`src/rtl/uart_rx_frame.sv`:
```
// UART receiver: 16x oversampled, majority-voted 8-N/E-2 frame decoder with a small output FIFO.
// Optional even-parity bit is enabled by defining UART_RX_PARITY_EN.
module uart_rx_frame #(
  parameter int CLK_DIV    = 325,
  parameter int FIFO_DEPTH = 4
) (
  input  logic       clk,
  input  logic       rst,
  input  logic       rx,
  output logic [7:0] rx_data,
  output logic       rx_perr,
  output logic       rx_valid,
  input  logic       rx_ready,
  output logic       frame_err,
  output logic       overrun_err,
  output logic       rx_busy
);

  localparam int DIV_W = (CLK_DIV > 1) ? $clog2(CLK_DIV) : 1;
  localparam int PTR_W = $clog2(FIFO_DEPTH);
  localparam int CNT_W = PTR_W + 1;
`ifdef UART_RX_PARITY_EN
  localparam int ENTRY_W = 9;
`else
  localparam int ENTRY_W = 8;
`endif

  localparam logic [2:0] S_IDLE      = 3'd0;
  localparam logic [2:0] S_START     = 3'd1;
  localparam logic [2:0] S_DATA      = 3'd2;
  localparam logic [2:0] S_PARITY    = 3'd3;
  localparam logic [2:0] S_STOP1     = 3'd4;
  localparam logic [2:0] S_STOP2     = 3'd5;
  localparam logic [2:0] S_WAIT_IDLE = 3'd6;

  logic               rx_meta_q, rx_meta_d;
  logic               rx_sync_q, rx_sync_d;
  logic [DIV_W-1:0]   div_cnt_q, div_cnt_d;
  logic [3:0]         ph_q, ph_d;
  logic [1:0]         smp_q, smp_d;
  logic [2:0]         state_q, state_d;
  logic [2:0]         idx_q, idx_d;
  logic [7:0]         data_q, data_d;
  logic               perr_q, perr_d;
  logic               push_q, push_d;
  logic [ENTRY_W-1:0] push_entry_q, push_entry_d;
  logic               frame_err_q, frame_err_d;
  logic               overrun_q, overrun_d;
  logic               busy_q, busy_d;
  logic [PTR_W-1:0]   wr_ptr_q, wr_ptr_d;
  logic [PTR_W-1:0]   rd_ptr_q, rd_ptr_d;
  logic [CNT_W-1:0]   count_q, count_d;
  logic               valid_q, valid_d;
  logic [ENTRY_W-1:0] head_q, head_d;
  logic [ENTRY_W-1:0] mem_q [FIFO_DEPTH];

  logic tick, decide, maj, pop, full, push_ok;

  always_comb begin
    // NOTE: every combinational output gets a default first so no path leaves it unassigned (no latches).
    rx_meta_d    = rx;
    rx_sync_d    = rx_meta_q;
    ph_d         = ph_q;
    smp_d        = smp_q;
    state_d      = state_q;
    idx_d        = idx_q;
    data_d       = data_q;
    perr_d       = perr_q;
    push_d       = 1'b0;
    push_entry_d = push_entry_q;
    frame_err_d  = 1'b0;

    tick      = (div_cnt_q == DIV_W'(CLK_DIV - 1));
    div_cnt_d = tick ? '0 : div_cnt_q + DIV_W'(1);
    decide    = tick && (ph_q == 4'd9);
    // Bit value is the 2-of-3 vote over the samples taken at phases 7, 8 and 9.
    maj = (smp_q[0] & smp_q[1]) | (smp_q[0] & rx_sync_q) | (smp_q[1] & rx_sync_q);

    if (tick) begin
      ph_d = ph_q + 4'd1;
      if (ph_q == 4'd7) smp_d[0] = rx_sync_q;
      if (ph_q == 4'd8) smp_d[1] = rx_sync_q;
    end

    case (state_q)
      S_IDLE: begin
        if (tick && !rx_sync_q) begin
          state_d = S_START;
          ph_d    = 4'd0;
          perr_d  = 1'b0;
        end
      end
      S_START: begin
        if (decide) begin
          if (maj) begin
            state_d = S_IDLE;
          end else begin
            state_d = S_DATA;
            idx_d   = 3'd0;
          end
        end
      end
      S_DATA: begin
        if (decide) begin
          data_d[idx_q] = maj;
          if (idx_q == 3'd7) begin
`ifdef UART_RX_PARITY_EN
            state_d = S_PARITY;
`else
            state_d = S_STOP1;
`endif
          end else begin
            idx_d = idx_q + 3'd1;
          end
        end
      end
      S_PARITY: begin
        if (decide) begin
          perr_d  = (maj != ^data_q);
          state_d = S_STOP1;
        end
      end
      S_STOP1: begin
        if (decide) begin
          if (!maj) begin
            frame_err_d = 1'b1;
            state_d     = S_WAIT_IDLE;
          end else begin
            state_d = S_STOP2;
          end
        end
      end
      S_STOP2: begin
        if (decide) begin
          if (!maj) begin
            frame_err_d = 1'b1;
            state_d     = S_WAIT_IDLE;
          end else begin
            push_d = 1'b1;
`ifdef UART_RX_PARITY_EN
            push_entry_d = {perr_q, data_q};
`else
            push_entry_d = data_q;
`endif
            state_d = S_IDLE;
          end
        end
      end
      S_WAIT_IDLE: begin
        // A held-low line (break) reports once, then waits for the line to recover.
        if (tick && rx_sync_q) state_d = S_IDLE;
      end
      default: state_d = S_IDLE;
    endcase

    busy_d = (state_d != S_IDLE);

    pop       = valid_q && rx_ready;
    full      = (count_q == CNT_W'(FIFO_DEPTH));
    push_ok   = push_q && (!full || pop);
    overrun_d = push_q && full && !pop;
    wr_ptr_d  = push_ok ? wr_ptr_q + PTR_W'(1) : wr_ptr_q;
    rd_ptr_d  = pop ? rd_ptr_q + PTR_W'(1) : rd_ptr_q;
    case ({push_ok, pop})
      2'b10:   count_d = count_q + CNT_W'(1);
      2'b01:   count_d = count_q - CNT_W'(1);
      default: count_d = count_q;
    endcase
    valid_d = (count_d != '0);
    head_d  = head_q;
    // Bypass the write when the new head is the slot being filled this cycle.
    if (count_d != '0) begin
      head_d = (push_ok && (rd_ptr_d == wr_ptr_q)) ? push_entry_q : mem_q[rd_ptr_d];
    end
  end

  always_ff @(posedge clk or posedge rst) begin
    if (rst) begin
      rx_meta_q    <= 1'b1;
      rx_sync_q    <= 1'b1;
      div_cnt_q    <= '0;
      ph_q         <= '0;
      smp_q        <= '0;
      state_q      <= S_IDLE;
      idx_q        <= '0;
      data_q       <= '0;
      perr_q       <= 1'b0;
      push_q       <= 1'b0;
      push_entry_q <= '0;
      frame_err_q  <= 1'b0;
      overrun_q    <= 1'b0;
      busy_q       <= 1'b0;
      wr_ptr_q     <= '0;
      rd_ptr_q     <= '0;
      count_q      <= '0;
      valid_q      <= 1'b0;
      head_q       <= '0;
    end else begin
      // NOTE: state uses non-blocking assignments so all flops update from the same pre-edge values.
      rx_meta_q    <= rx_meta_d;
      rx_sync_q    <= rx_sync_d;
      div_cnt_q    <= div_cnt_d;
      ph_q         <= ph_d;
      smp_q        <= smp_d;
      state_q      <= state_d;
      idx_q        <= idx_d;
      data_q       <= data_d;
      perr_q       <= perr_d;
      push_q       <= push_d;
      push_entry_q <= push_entry_d;
      frame_err_q  <= frame_err_d;
      overrun_q    <= overrun_d;
      busy_q       <= busy_d;
      wr_ptr_q     <= wr_ptr_d;
      rd_ptr_q     <= rd_ptr_d;
      count_q      <= count_d;
      valid_q      <= valid_d;
      head_q       <= head_d;
    end
  end

  // NOTE: the storage array has no reset; occupancy guarantees no entry is read before it is written.
  always_ff @(posedge clk) begin
    if (push_ok) mem_q[wr_ptr_q] <= push_entry_q;
  end

  assign rx_data     = head_q[7:0];
`ifdef UART_RX_PARITY_EN
  assign rx_perr     = head_q[8];
`else
  assign rx_perr     = 1'b0;
`endif
  assign rx_valid    = valid_q;
  assign frame_err   = frame_err_q;
  assign overrun_err = overrun_q;
  assign rx_busy     = busy_q;

endmodule
```
`config.mk`:
```
export PLATFORM = sky130hd
export DESIGN_NAME = uart_rx_frame
export DESIGN_NICKNAME = d
export VERILOG_FILES = /design/src/rtl/uart_rx_frame.sv
export SDC_FILE = /design/constraint.sdc
export NUM_CORES = 1
export LEC_CHECK = 0
export BUFFER_PORTS_ARGS = -buffer_cell sky130_fd_sc_hd__buf_2
export CORE_UTILIZATION = 56
export DETAILED_ROUTE_END_ITERATION = 6
export PLACE_DENSITY = 0.86
export RECOVER_POWER = 50
export SLEW_MARGIN = 20
export SYNTH_ARGS = -nofsm -noshare
export SYNTH_HDL_FRONTEND = slang
export SYNTH_SLANG_ARGS = --single-unit
```
`constraint.sdc`:
```
create_clock -name clk -period 2.8 [get_ports clk]
set_clock_uncertainty 0.05 [all_clocks]
set_input_delay 0.56 -clock clk [delete_from_list [all_inputs] [get_ports clk]]
set_output_delay 0.56 -clock clk [all_outputs]
set_load 0.03 [all_outputs]
```
# After elaboration in Yosys (flattened, before gate mapping)
# Memory sizes are Yosys's and may differ from the RTL's. A register that Yosys moved wholly into a read port is not among the register bits.
# Cells that the tools add are included.
[classes]
n_reduce_logical = 22
add_sub_neg = 7
order_cmp = 2
muxes = 34
n_bitwise = 5
n_eq_ne = 18
[op_table]
columns = ["operator", "count"]
rows = [
  ["3-bit two-way mux", 13],
  ["3-bit one-hot mux with 7 select lines", 1],
  ["3-bit equality test (second input constant)", 5],
  ["4-bit two-way mux", 3],
  ["3-bit one-hot mux with 2 select lines", 2],
  ["9-bit by 1-bit adder with 9-bit output (second input constant)", 1],
  ["9-bit equality test (second input constant)", 1],
  ["1-bit two-way mux", 9],
  ["9-bit two-way mux", 1],
  ["8-bit bitwise mux", 1],
  ["4-bit equality test (second input constant)", 2],
  ["1-bit logical AND", 8],
  ["2-bit != test (second input constant)", 4],
  ["3-bit by 1-bit adder with 3-bit output (second input constant)", 2],
  ["3-bit by 2-bit equality test with 1-bit output (second input constant)", 2],
  ["2-bit two-way mux", 3],
  ["2-bit AND reduction", 3],
  ["3-bit nonzero test", 2],
  ["5-bit AND reduction", 1],
  ["2-bit by 1-bit adder with 2-bit output (second input constant)", 2],
  ["4-bit by 1-bit adder with 4-bit output (second input constant)", 1],
  ["4-bit by 3-bit equality test with 1-bit output (second input constant)", 1],
  ["3-bit by 4-bit < comparator with 1-bit output (second input constant)", 1],
  ["1-bit bitwise AND", 3],
  ["13 further kinds", 16],
]
[totals]
n_memories = 1
ram_bits = 32
regBits = 51
word_cells = 107
[mem_list]
columns = ["name", "words", "width", "rd", "rd_ports_with_merged_regs", "write_ports", "line_no", "text"]
rows = [
  ["mem_q", 4, 8, 1, 1, 1, "55", "logic [ENTRY_W-1:0] mem_q [FIFO_DEPTH];"],
]

# Depth between registers and ports, before layout
# Gate-level depths: netlist of the first run.
[depth]
word_depth = 7
depth_mapped = 14
ltp_nobuf = 11

# Worst setup path before layout of the first run
# Ideal clock, no wire load.
[synth_path]
path_kind = "register to register"
startpoint = "register valid_q (netlist: rx_valid)"
endpoint = "register head_q[0] (netlist: rx_data[0]), read port of mem_q"
arrival_time_ps = 3094
path_slack_ps = -469
path_buffers = 3
stages_incl_launch_ff = 13
period_less_slack_ps = 3269
required_ps = 2625
setup_ps = 125
cell_sequence = "dfrtp_1 clkbuf_2 nand2_4 buf_4 a31oi_2 inv_1 ha_1 inv_1 fa_1 o21ai_0 or3_1 clkbuf_1 mux2_2"
[synth_via]
elab_chain_len = 6
elab_cells_between_ends = 8
[synth_lines]
columns = ["item", "line_no", "text"]
rows = [
  ["start, declared", "53", "logic valid_q, valid_d;"],
  ["start signal, assigned", "217", "valid_q <= valid_d;"],
  ["1-bit logical AND (*)", "158", "pop = valid_q && rx_ready;"],
  ["1-bit logical OR", "160", "push_ok = push_q && (!full || pop);"],
  ["1-bit logical AND", "160", ""],
  ["2-bit by 1-bit equality test with 1-bit output / 2-bit equality test (equally long branches)", "164", "case ({push_ok, pop})"],
  ["3-bit one-hot mux with 2 select lines (*)", "164", ""],
  ["via count_d[1]", "52", "logic [CNT_W-1:0] count_q, count_d;"],
  ["3-bit nonzero test (*)", "--", ""],
  ["via valid_d", "53", ""],
  ["end, declared", "54", "logic [ENTRY_W-1:0] head_q, head_d;"],
]
# The timed path passes the listed nets; every way through them passes the cells marked *.
# A chain may end at the register's enable or synchronous reset.

# Worst setup path in the final report of the first run
[layout_path]
startpoint = "register count_q[1]"
endpoint = "register head_q[5] (netlist: rx_data[5]), read port of mem_q"
[layout_via]
elab_chain_len = 7
elab_cells_between_ends = 10
[layout_lines]
columns = ["item", "line_no", "text"]
rows = [
  ["start, declared", "52", ""],
  ["start signal, assigned", "216", "count_q <= count_d;"],
  ["3-bit equality test", "159", "full = (count_q == CNT_W'(FIFO_DEPTH));"],
  ["1-bit zero test", "160", ""],
  ["1-bit logical OR", "160", ""],
  ["1-bit logical AND", "160", ""],
  ["2-bit by 1-bit equality test with 1-bit output / 2-bit equality test (equally long branches)", "164", ""],
  ["3-bit one-hot mux with 2 select lines (*)", "164", ""],
  ["via count_d[2]", "52", ""],
  ["3-bit nonzero test (*)", "172", "if (count_d != '0) begin"],
]
# Marks and branches as above.

==> impl_metrics.py, run 1 <==
metrics = {
    "critical_path": {
        "crit_path_end_kind": "flip-flop",
        "critical_path.top_delay_family": "simple AND/OR/NAND/NOR gates",
        "slowest_stage": "dfrtp_1",
        "cp_slowest_stage_delay_ns": 0.42,
        "crit_top_cell": "xor2_1",
        "critical_path_arrival_ns": 2.79,
        "critical_path.cell_chain": "nor2_2 > a31oi_4 > inv_1 > ha_2 > inv_2 > fa_2 > xor2_1 > nor2_1 > xor2_1 > or3_4 > mux2_2",
        "worstPathBufferInverterCount": 2,
        "worst_setup_path_start_kind": "flip-flop",
        "crit_path_max_fanout": 9,
        "worst-endpoint-required_ns": 3.00,
        "path_class": "flip-flop to flip-flop",
    },
    "timing": {
        "holdWs_ns": 0.2449,
        "finalMaxSlewViolations": 0,
        "worstMarginPinSlew_ns": 1.050,
        "postLayoutSetupSlackWorst_ns": 0.2065,
        "hold_violations": 0,
        "setup-violations-final": 0,
        "relSlewSlack_pct": 30.00,
        "timing.final.crit_share_pct": 92.62,
        "grt_setup_unrepaired": "false",
        "tmin_final_ns": 2.593,
        "setup_total_negative_slack_ns": 0,
        "clock.fmax_mhz": 385.6,
    },
    "logic_synthesis": {
        "synth_area_per_cell_um2": 13.33,
        "syn_warnings": 0,
        "synth-seq-area-share_pct": 54.33,
        "most_used_standard_cells_in_the_synthesized_netlist": "57 x dfrtp_1, 43 x mux2i_1, 32 x edfxtp_1, 29 x mux2_2, 20 x inv_1",
        "synth-edff-count": 32,
        "netlist-cell-type-count": 54,
        "yosys.cell_count.top_type": "dfrtp_1",
        "flip_flop_and_latch_count_after_synthesis": 91,
        "netlist.top_cell.by_area": "dfrtp_1",
        "netlist_instances": 337,
        "synthArstFlopShare_pct": 64.84,
        "synth_nets": 354,
        "synth.area.top_cells": "dfrtp_1 32%, edfxtp_1 21%, mux2i_1 9.6%",
        "synth_flop_cell": "dfrtp_1",
        "synth_top_area_share_pct": 31.76,
        "syn-cell-area_mm2": 0.004491,
    },
    "power": {
        "pwr-share-clk_pct": 34.0,
        "p_comb_share_pct": 14.9,
        "pwr_density_cell_mw_per_mm2": 595.6,
        "sequentialPowerShare_pct": 51.2,
        "power.switching_mw": 0.7985,
        "total_power_mw": 2.924,
        "power.ir.vdd_worst_uv": 269.1,
        "power_report.internal_total_mw": 2.125,
        "swShare_pct": 27.31,
        "leakagePower_nw": 2.242,
    },
    "placed_design": {
        "dp_hpwl_mm": 5.263,
        "placement.cell_area_mm2": 0.004687,
        "post-place-cells": 447,
        "placement.setup.worst_slack_ns": -0.1401,
        "gp_routability_congestion": 0.7804,
        "total_of_buffers_placed_on_input_and_output_ports": 15,
    },
    "global_route": {
        "groute.usage.overall_pct": 20.24,
        "grt_first_pass_wirelength_mm": 12.96,
        "grt_use_met3_pct": 3.601,
        "grt_util_met1_pct": 25.81,
        "grt.met2_usage_pct": 34.02,
        "grt_antenna_before_repair": 0,
        "grt_busiest_layer": "met2",
        "grt_overflow": 0,
        "grt_start_max_net_pins": 25,
        "number_of_global_route_vias_before_repair": 2672,
    },
    "finish": {
        "layout.filler_cells": 574,
        "syn2layout_area_growth_pct": 9.306,
        "layout-drive-gt1-share_pct": 25.48,
        "layoutNonFillerInstCount": 463,
        "utilization_pct": 63.52,
        "antenna_cells": 0,
        "finish.net_count": 373,
        "postLayoutCellArea_mm2": 0.004908,
    },
    "clocking": {
        "numCtsBuffers": 9,
        "htreeDepth": 3,
        "cts.reportedPaths.clkPinSlew_ns": 0.09,
        "clock_sinks": 91,
        "cts.path.max_buffers": 2,
        "clk_latency_ns": 0.36,
        "postCtsSetupBuffers": 0,
        "tritoncts_clock_tree": "yes",
        "root_buf_cell": "clkbuf_8",
    },
    "job": {
        "cap_violations": 0,
    },
    "floorplan": {
        "core_area_mm2": 0.007727,
        "initial_core_util_pct": 58.11,
        "die-width_um": 91.55,
        "io_pins": 17,
        "dieHeight_um": 91.55,
        "row_count": 32,
        "dieArea_mm2": 0.008381,
    },
    "status": {
        "result_of_the_run": "finished, final reports clean",
    },
    "drt": {
        "viasPerCell": 5.654,
        "avgRoutedWirePerCell_um": 16.40,
        "drt_first_iter_violations": 71,
        "drt_first_pass_iters": 4,
        "routed_wl_mm": 7.592,
        "post_drt_antenna_nets": 0,
        "drt_drc_violations_left": 0,
        "detailroute.via_count": 2618,
    },
    "worst_hold_path": {
        "hp-class": "input port to flip-flop",
    },
}
## kinds of logic after synthesis
kind of cell	Yosys count	synth area share (%)
xor+xnor	12	2.340
flops	91	54.33
mux	80	20.87
buf+inv	36	3.761
compound gates	21	3.400
simple gates	82	11.20
fa+ha+maj	14	4.012
other cells	1	0.08351
## layout by cell type (no fill, tap or decap), types with 7 or more instances in the layout
master,count
edfxtp_1,32
nand2_1,14
buf_2,15
nor2_1,13
inv_1,19
nand3_1,8
clkbuf_8,9
dfrtp_1,57
mux4_2,8
ha_1,11
mux2i_1,43
nor3_1,8
xnor2_1,7
mux2_2,29
## layout make-up
class	instances	area [um^2]	share of cell area [%]
well taps	102	127.6	2.600
inverters	21	78.83	1.606
multi-input cells	210	1912	38.95
clock buffers	9	123.9	2.524
clock inverters	7	98.84	2.014
flip-flops and latches	91	2440	49.71
repair buffers	23	127.6	2.600
## worst paths after layout
| check | from | endpoint | slack, ns | depth (start not counted) |
|---|---|---|---|---|
| worst max-delay path | count_q[1]$_DFF_PP0_ | rx_data[5]$_DFFE_PP0P_ | 0.21 | 11 |
| worst min-delay path | rx | rx_meta_q$_DFF_PP1_ | 0.24 | 1 |
| worst max register to register | count_q[1]$_DFF_PP0_ | rx_data[5]$_DFFE_PP0P_ | 0.21 | 11 |
| worst min register to register | rx_meta_q$_DFF_PP1_ | rx_sync_q$_DFF_PP1_ | 0.31 | 0 |
| max in group asynchronous | rst | data_q[6]$_DFFE_PP0P_ | 0.98 | 3 |
| min in group asynchronous | rst | div_cnt_q[4]$_DFF_PP0_ | 0.29 | 2 |
## power groups by stage
| stage | registers [mW] | logic [mW] | clock network, mW |
|---|---|---|---|
| 6_report | 1.50 | 0.434 | 0.993 |
| 5_1_grt | 1.50 | 0.476 | 1.06 |
| 4_1_cts | 1.49 | 0.443 | 1.01 |
| 3_5_place_dp | 1.52 | 0.433 | 0 |
| 3_3_place_gp | 1.51 | 0.413 | 0 |
| 2_1_floorplan | 1.48 | 0.413 | 0 |
## repair_timing
item / CTS / global route
hold buffers: 0 / 0
endpoints found under the setup margin: 8 / 8
resized for setup: 1 / 1
endpoints found under the hold margin: 0 / 0
## metal layers
metal | share of wire (%) | wire length [um] | vias to the layer above
met1 | 46 | 3501 | 1330
li1 | - | - | 1250
met4 | 1.6 | 120 | 0
met3 | 1.8 | 138 | 11
met5 | 0 | 0 | -
met2 | 50 | 3831 | 27
## state kept, by name, indices dropped and copies added (netlist names)
register,count
rx_meta_q,1
state_q,3
div_cnt_q,9
overrun_err,1
rd_ptr_q,2
ph_q,4
idx_q,3
wr_ptr_q,2
rx_busy,1
push_entry_q,8
rx_data,8
count_q,3
mem_q,32
frame_err,1
rx_valid,1
push_q,1
data_q,8
rx_sync_q,1
smp_q,2
## worst register-to-register path: stages (launching register included)
cell,delay [ns]
dfrtp_1,0.42
nor2_2,0.18
a31oi_4,0.10
inv_1,0.07
ha_2,0.20
inv_2,0.04
fa_2,0.33
xor2_1,0.16
nor2_1,0.11
xor2_1,0.10
or3_4,0.42
mux2_2,0.30
No activity file was read; power rests on OpenSTA's default activity.
==> run 2, diff against run 1 <==
==> constraint.sdc (replaced) <==
create_clock -name clk -period 2.8 [get_ports clk]
set_clock_uncertainty 0.05 [all_clocks]
set_input_delay 0.56 -clock clk [delete_from_list [all_inputs] [get_ports clk]]
set_output_delay 0.56 -clock clk [all_outputs]
set_load 0.02 [all_outputs]
==> run 2 against run 1 <==
- register-to-register slack got worse by 0.02 ns
- non-clock buffer count increased by 2
- final area decreased by 0.46%
==> impl_metrics.py, run 2 (synthesis results as in run 1) <==
metrics = {
    "floorplan": {
        "initial_core_util_pct": 58.11,
        "dieArea_mm2": 0.008381,
        "dieHeight_um": 91.55,
        "die-width_um": 91.55,
        "core_area_mm2": 0.007727,
        "row_count": 32,
        "io_pins": 17,
    },
    "clocking": {
        "htreeDepth": 3,
        "cts.reportedPaths.clkPinSlew_ns": 0.09,
        "numCtsBuffers": 9,
        "cts-hold-fix-buffers": 0,
        "cts.path.max_buffers": 2,
        "postCtsSetupBuffers": 0,
        "tritoncts_clock_tree": "yes",
        "root_buf_cell": "clkbuf_8",
        "clk_latency_ns": 0.35,
        "clock_sinks": 91,
        "postCtsResizedCells": 0,
    },
    "status": {
        "result_of_the_run": "finished, final reports clean",
    },
    "timing": {
        "clock.fmax_mhz": 382.5,
        "worstMarginPinSlew_ns": 1.305,
        "holdWs_ns": 0.2274,
        "timing.final.crit_share_pct": 93.37,
        "setup-violations-final": 0,
        "hold_violations": 0,
        "relSlewSlack_pct": 13.02,
        "finalMaxSlewViolations": 0,
        "postLayoutSetupSlackWorst_ns": 0.1855,
        "grt_setup_unrepaired": "false",
        "tmin_final_ns": 2.614,
    },
    "power": {
        "pwr-share-clk_pct": 30.6,
        "sequentialPowerShare_pct": 52.1,
        "power_report.internal_total_mw": 2.045,
        "power.ir.vdd_worst_uv": 353.3,
        "power.switching_mw": 0.7540,
        "pwr_density_cell_mw_per_mm2": 572.8,
        "swShare_pct": 26.94,
        "p_comb_share_pct": 17.2,
        "leakagePower_nw": 2.236,
        "total_power_mw": 2.799,
    },
    "finish": {
        "max_flop_register": "mem_q",
        "antenna_cells": 0,
        "layout.filler_cells": 586,
        "layout-drive-gt1-share_pct": 24.79,
        "largestRegisters": "mem_q: 32 flops, div_cnt_q: 9 flops",
        "mostFrequentLayoutCell": "dfrtp_1",
        "most_frequent_cells_in_the_layout": "57 x dfrtp_1, 43 x mux2i_1, 32 x edfxtp_1",
        "syn2layout_area_growth_pct": 8.805,
        "flip_flop_count_of_the_largest_register_after_layout": 32,
        "multiInputGateArea_mm2": 0.001909,
        "finish.net_count": 375,
        "final-seq-area_mm2": 0.002440,
        "utilization_pct": 63.23,
    },
    "critical_path": {
        "reg2reg_setup_slack_ns": 0.19,
        "path_class": "flip-flop to flip-flop",
        "critical_path_arrival_ns": 2.81,
        "worst-endpoint-required_ns": 2.99,
        "crit_path_end_kind": "flip-flop",
        "worst_setup_path_start_kind": "flip-flop",
        "worst_setup_path_startpoint": "count_q[1]$_DFF_PP0_",
        "crit_path_max_fanout": 9,
        "r2r-start": "count_q[1]$_DFF_PP0_",
    },
    "placed_design": {
        "gp_routability_congestion": 0.8187,
        "total_of_buffers_placed_on_input_and_output_ports": 15,
        "placement.setup.worst_slack_ns": -0.08854,
        "dp_hpwl_mm": 5.112,
    },
    "worst_hold_path": {
        "hp-class": "input port to async pin",
    },
    "drt": {
        "routed_wl_mm": 7.470,
        "drt_first_iter_violations": 46,
        "post_drt_antenna_nets": 0,
        "detailroute.via_count": 2632,
        "avgRoutedWirePerCell_um": 16.06,
        "drt_drc_violations_left": 0,
        "drt_first_pass_iters": 4,
        "viasPerCell": 5.660,
    },
    "job": {
        "cap_violations": 0,
    },
    "global_route": {
        "grt_antenna_before_repair": 0,
        "grt_first_pass_wirelength_mm": 12.73,
        "grt_overflow": 0,
        "grt_start_max_net_pins": 26,
        "number_of_global_route_vias_before_repair": 2705,
        "groute.usage.overall_pct": 19.70,
    },
}
[run 2: cell types whose count changed in the layout (fill, tap and decap cells not counted), sizes merged]
cell      before  now
clkbuf        11   14
buf           21   23
inv           23   21
bufinv         2    1
clkinv         2    3
clkinvlp       1    0
[run 2: layout make-up]
cell class	instances	share of cell area, %
Tap cell	102	2.612
Multi-Input combinational cell	210	39.08
Clock buffer	12	2.766
Clock inverter	4	1.076
Timing Repair Buffer	25	2.919
Inverter	21	1.613
Sequential cell	91	49.94
[run 2: per-layer routing]
metal	share of wire, %	GRT usage (%)	wire, um
met2	51	34.02	3812
met4	0.62	6.878	46
met1	45	24.73	3383
met3	3.1	3.769	228
met5	0	0	0
[run 2: path summary, 6_finish.rpt]
| check | depth (start not counted) | endpoint |
|---|---|---|
| max | 9 | rx_data[4]$_DFFE_PP0P_ |
| min | 2 | div_cnt_q[4]$_DFF_PP0_ |
| max reg2reg | 9 | rx_data[4]$_DFFE_PP0P_ |
| min reg2reg | 0 | rx_sync_q$_DFF_PP1_ |
| max in group asynchronous | 3 | push_entry_q[2]$_DFFE_PP0P_ |
| min in group clk | 1 | rx_meta_q$_DFF_PP1_ |
[run 2: critical path: stages (launching register included)]
cell     delay (ns)
dfrtp_1        0.40
nor2_1         0.23
a31oi_4        0.11
inv_1          0.07
ha_2           0.19
inv_2          0.04
fa_2           0.51
o21ai_0        0.12
or3_4          0.48
mux2_2         0.30
[run 2: power by group through the flow]
stage	combinational [mW]	clock (mW)	sequential, mW
4_1_cts	0.475	0.880	1.46
5_1_grt	0.527	0.925	1.47
6_report	0.482	0.858	1.46
3_3_place_gp	0.454	0	1.48
3_5_place_dp	0.475	0	1.49
2_1_floorplan	0.413	0	1.47
[run 2: metrics by stage]
step	setup TNS [ns]	instance area, um^2	cells
finish	0	4886	465
global route	0	4886	465
CTS	0	4888	465
detailed placement	-0.5939	4701	449
global placement	0	4701	449
floorplan	-1.206	4539	337
